File: src/rtl/dsp_result_out.sv
`default_nettype none
// =============================================================================
// dsp_result_out : optional P register followed by a 2-entry skid buffer
//                  that carries DSP results (P bus + carry-out) downstream.
// Rev 1.0
// =============================================================================
module dsp_result_out #(
  parameter int WIDTH = 48,
  parameter int PREG  = 1
) (
  input  logic             clk,
  input  logic             rst,
  input  logic [WIDTH-1:0] in_data,
  input  logic             in_carry,
  input  logic             in_valid,
  output logic             in_ready,
  output logic [WIDTH-1:0] out_data,
  output logic             out_carry,
  output logic             out_valid,
  input  logic             out_ready,
  output logic [1:0]       occupancy
);

  typedef enum logic [1:0] {
    S_EMPTY = 2'd0,
    S_ONE   = 2'd1,
    S_FULL  = 2'd2
  } state_t;

  state_t         state_q, state_d;
  logic [WIDTH:0] main_q, skid_q;
  logic           skid_ready_q;
  logic           out_valid_q;
  logic [1:0]     occ_q;

  logic [WIDTH:0] in_word;
  logic [WIDTH:0] push_word;
  logic           push_valid;
  logic           push;
  logic           pop;
  logic           pv_d;
  logic [1:0]     buf_cnt_d;

  assign in_word = {in_carry, in_data};
  assign push    = push_valid && skid_ready_q;
  assign pop     = out_valid_q && out_ready;

  generate
    if (PREG != 0) begin : g_preg
      logic           p_v_q;
      logic [WIDTH:0] p_q;
      logic           in_xfer;

      assign in_xfer = in_valid && in_ready;
      // P is refilled in the same cycle it drains, so only skid_ready gates it
      assign pv_d    = in_xfer | (p_v_q & ~push);

      always_ff @(posedge clk or posedge rst) begin
        if (rst) begin
          p_v_q <= 1'b0;
          p_q   <= '0;
        end else begin
          if (in_xfer) p_q <= in_word;
          p_v_q <= pv_d;
        end
      end

      assign push_valid = p_v_q;
      assign push_word  = p_q;
      assign in_ready   = !p_v_q || skid_ready_q;
    end else begin : g_nopreg
      assign pv_d       = 1'b0;
      assign push_valid = in_valid;
      assign push_word  = in_word;
      assign in_ready   = skid_ready_q;
    end
  endgenerate

  always_comb begin
    state_d = state_q;
    case (state_q)
      S_EMPTY: if (push) state_d = S_ONE;
      S_ONE: begin
        if (push && !pop)      state_d = S_FULL;
        else if (!push && pop) state_d = S_EMPTY;
      end
      S_FULL:  if (pop) state_d = S_ONE;
      default: state_d = S_EMPTY;
    endcase
  end

  assign buf_cnt_d = (state_d == S_ONE)  ? 2'd1 :
                     (state_d == S_FULL) ? 2'd2 : 2'd0;

  always_ff @(posedge clk or posedge rst) begin
    if (rst) begin
      state_q      <= S_EMPTY;
      main_q       <= '0;
      skid_q       <= '0;
      skid_ready_q <= 1'b1;
      out_valid_q  <= 1'b0;
      occ_q        <= 2'd0;
    end else begin
      state_q      <= state_d;
      skid_ready_q <= (state_d != S_FULL);
      out_valid_q  <= (state_d != S_EMPTY);
      occ_q        <= {1'b0, pv_d} + buf_cnt_d;
      case (state_q)
        S_EMPTY: if (push) main_q <= push_word;
        S_ONE: begin
          if (push && pop) main_q <= push_word;
          else if (push)   skid_q <= push_word;
        end
        S_FULL:  if (pop) main_q <= skid_q;
        default: ;
      endcase
    end
  end

  assign out_data  = main_q[WIDTH-1:0];
  assign out_carry = main_q[WIDTH];
  assign out_valid = out_valid_q;
  assign occupancy = occ_q;

endmodule
`default_nettype wire
File: config.mk
export PLATFORM = sky130hd
export DESIGN_NAME = dsp_result_out
export DESIGN_NICKNAME = d
export VERILOG_FILES = /design/src/rtl/dsp_result_out.sv
export SDC_FILE = /design/constraint.sdc
export NUM_CORES = 1
export LEC_CHECK = 0
export ABC_AREA = 1
export BUFFER_PORTS_ARGS = -buffer_cell sky130_fd_sc_hd__clkbuf_2
export CAP_MARGIN = 20
export CORE_MARGIN = 3
export CORE_UTILIZATION = 60
export CTS_CLUSTER_DIAMETER = 150
export DETAILED_ROUTE_END_ITERATION = 10
export PLACE_DENSITY = 0.84
export SYNTH_ARGS = -nofsm -noshare
export SYNTH_HDL_FRONTEND = slang
export SYNTH_SLANG_ARGS = --single-unit
File: constraint.sdc
create_clock -name clk -period 11.2 [get_ports clk]
set_input_delay 1.12 -clock clk [delete_from_list [all_inputs] [get_ports clk]]
set_output_delay 1.12 -clock clk [all_outputs]
set_load 0.005 [all_outputs]
==> flow_metrics.env <==
export IMPL_status="finished clean"
export IMPL_setup_tns_ns=0
export IMPL_drive_above_1_share_pct=17.6
export IMPL_tightest_slew_ns=0.937
export IMPL_grt_max_degree=101
export IMPL_rrSetupSlack_ns=8.80
export IMPL_chipWidth_microns=109
export IMPL_htreeDepth=4
export IMPL_hold_path_class="flop to flop"
export IMPL_dp_hpwl_microns=8400
export IMPL_max_slew_margin_pct=37.5
export IMPL_ys_types=17
export IMPL_drv_cap=0
export IMPL_cts_resized=0
export IMPL_cp_arrival_ns=1.91
export IMPL_syn_nets=793
export IMPL_synth_edf_count=0
export IMPL_fin_crit_ns=3.03
export IMPL_synth_common_cells="nand2_1 (200), dfrtp_1 (153), o21ai_0 (111)"
export IMPL_yosysSeqAreaShare_pct=60.1
export IMPL_p_per_area_nw_per_um2=282
export IMPL_numCtsBuffers=17
export IMPL_finalWeightedCongestion=0.751
export IMPL_synth_seq_cells=154
export IMPL_first_global_vias=4990
export IMPL_firstDrtPassIters=5
export IMPL_cts_buffer_depth=2
export IMPL_finalSetupViolations=0
export IMPL_max_vdd_ir_drop_mv=0.156
export IMPL_nNetsFinal=879
export IMPL_rr_endpoint="g_preg.p_q[16]"
export IMPL_finalCritPeriodShare_pct=27.1
export IMPL_grtUsageTotal_pct=24.2
export IMPL_skew_ns=0.00926
export IMPL_clockRootBuffer="clkbuf_8"
export IMPL_port_buffers=105
export IMPL_wl_per_cell_microns=13.8
export IMPL_hold_ws_ns=0.486
export IMPL_wl_microns=13400
export IMPL_ys_flop_type="dfrtp_1"
export IMPL_synth_top_cells_by_area="dfrtp_1 (60%), nand2_1 (12%), o21ai_0 (8.7%)"
export IMPL_coreArea_sq_um=10400
export IMPL_crit_required_ns=10.08
export IMPL_post_synth_top_area_cell="dfrtp_1"
export IMPL_pin_count=106
export IMPL_path_class="flop to output pin"
export IMPL_die_h_microns=109
export IMPL_antenna_cells=0
export IMPL_drtIter0Drc=293
export IMPL_clk_pin_slew_worst_paths_ns=0.06
export IMPL_crit_path_max_fanout=22
export IMPL_reg2reg_from="skid_ready_q"
export IMPL_slew_violations=0
export IMPL_avgViaCountPerCell=5.21
export IMPL_clock_latency_ns=0.53
export IMPL_syn_to_final_growth_pct=16.2
export IMPL_cp_end_kind="output pin"
export IMPL_synthCells=740
export IMPL_cts_tree="done"
export IMPL_cts_hold_buf=0
export IMPL_avgSynthCellArea_sq_um=8.66
export IMPL_antenna_found_initial=0
export IMPL_crit_end="in_ready"
export IMPL_startpoint_type="flop"
export IMPL_crit_start="skid_ready_q"
export IMPL_worstRegToRegCells=6
export IMPL_clock_sinks=154
export IMPL_num_rows=37
export IMPL_syn_area_sq_um=6410
export IMPL_overflow=0
export IMPL_rsz0062_at_grt="false"
export IMPL_leakagePower_nw=3.85
export IMPL_max_freq_ghz=0.330
export IMPL_async_flop_share_pct=100
export IMPL_ys_warn_count=0
export IMPL_synth_most_common_cell="nand2_1"
export IMPL_die_area_sq_um=12000
export IMPL_min_delay_start="skid_q[25]"
export IMPL_report_power_total_mw=2.10
export IMPL_cts_setup_buffers=0
export IMPL_finalHoldViolCount=0
export IMPL_num_vias=5083
export IMPL_ant_nets=0
export IMPL_grt_pass1_wl_microns=22600
export IMPL_drc=0
export IMPL_synth_top_cell_area_share_pct=59.7
export IMPL_start_util_pct=61.8
-- per-stage QoR --
step | setup slack (ns) | util (%) | std cells | area [sq um]
after floorplan | 5.93 | - | 740 | 6410
after global placement | 7.68 | 66.5 | 942 | 6900
after detailed placement | 7.57 | 66.5 | 942 | 6900
after CTS | 8.08 | 71.7 | 974 | 7430
after global routing | 8.08 | 71.9 | 975 | 7450
final | 8.17 | 71.9 | 975 | 7450
-- worst max-delay path, cell delays in order, from the launching register on --
cell and delay, ns:
dfstp_2 0.54, inv_1 0.05, nand2_1 0.56, clkbuf_2 0.23
-- final cells by class --
type / instances / area (sq um)
fillers: 757 / 2920
repair buffers: 109 / 568
multi-input cells: 436 / 1920
clock buffers: 21 / 459
clock inverters: 11 / 72.6
inverters: 108 / 410
well taps: 136 / 170
flip-flops and latches: 154 / 3850
-- report_power, final --
part	total, mW	switching [mW]	internal (mW)
clock network	0.506	0.218	0.288
logic	0.690	0.445	0.245
registers	0.907	0.117	0.790
total	2.10	0.781	1.32
-- state kept, by name, indices dropped and copies added, names as in the netlist --
signal        cells
g_preg.p_q       49
g_preg.p_v_q      1
skid_q           49
out_valid         1
state_q           2
occupancy         2
skid_ready_q      1
main_q           49
-- cell usage in the layout (no fill, tap or decap), types with 7 or more instances in the layout --
| cell | synthesis | routed |
|---|---|---|
| nand2_1 | 200 | 199 |
| inv_1 | 106 | 105 |
| clkinvlp_4 | 0 | 7 |
| clkbuf_16 | 0 | 16 |
| o21ai_1 | 36 | 36 |
| nor2_1 | 30 | 30 |
| a21oi_1 | 33 | 33 |
| nand3_1 | 23 | 22 |
| dfrtp_1 | 153 | 153 |
| o21ai_0 | 111 | 111 |
| clkbuf_2 | 1 | 105 |
-- cells by family (layout without fill, tap and decap cells) --
kind of cell	Yosys count	in the layout	synth area share, %
AO/OA/AOI/OAI	181	181	14.3
flip-flops	154	154	60.1
buffers and inverters	150	249	10.1
AND/OR/NAND/NOR	255	255	15.5
-- layer usage --
metal	wire, microns	share of wire [%]	GRT usage, %	vias to the layer above
met2	6720	50	40.2	147
met4	141	1.1	8.10	0
met1	5800	43	31.9	2448
met3	755	5.6	5.05	12
li1	-	-	-	2476
met5	0	0	0	-
-- how the worst min path moves through the flow --
stage | depth (start not counted) | slack, ns | end
CTS | 2 | 0.49 | skid_q[23]
floorplan | 2 | 0.45 | skid_q[0]
finish | 2 | 0.49 | skid_q[25]
detailed placement | 2 | 0.47 | skid_q[23]
global placement | 2 | 0.47 | skid_q[25]
global route | 2 | 0.53 | skid_q[13]
(Power assumes the default switching activity.)
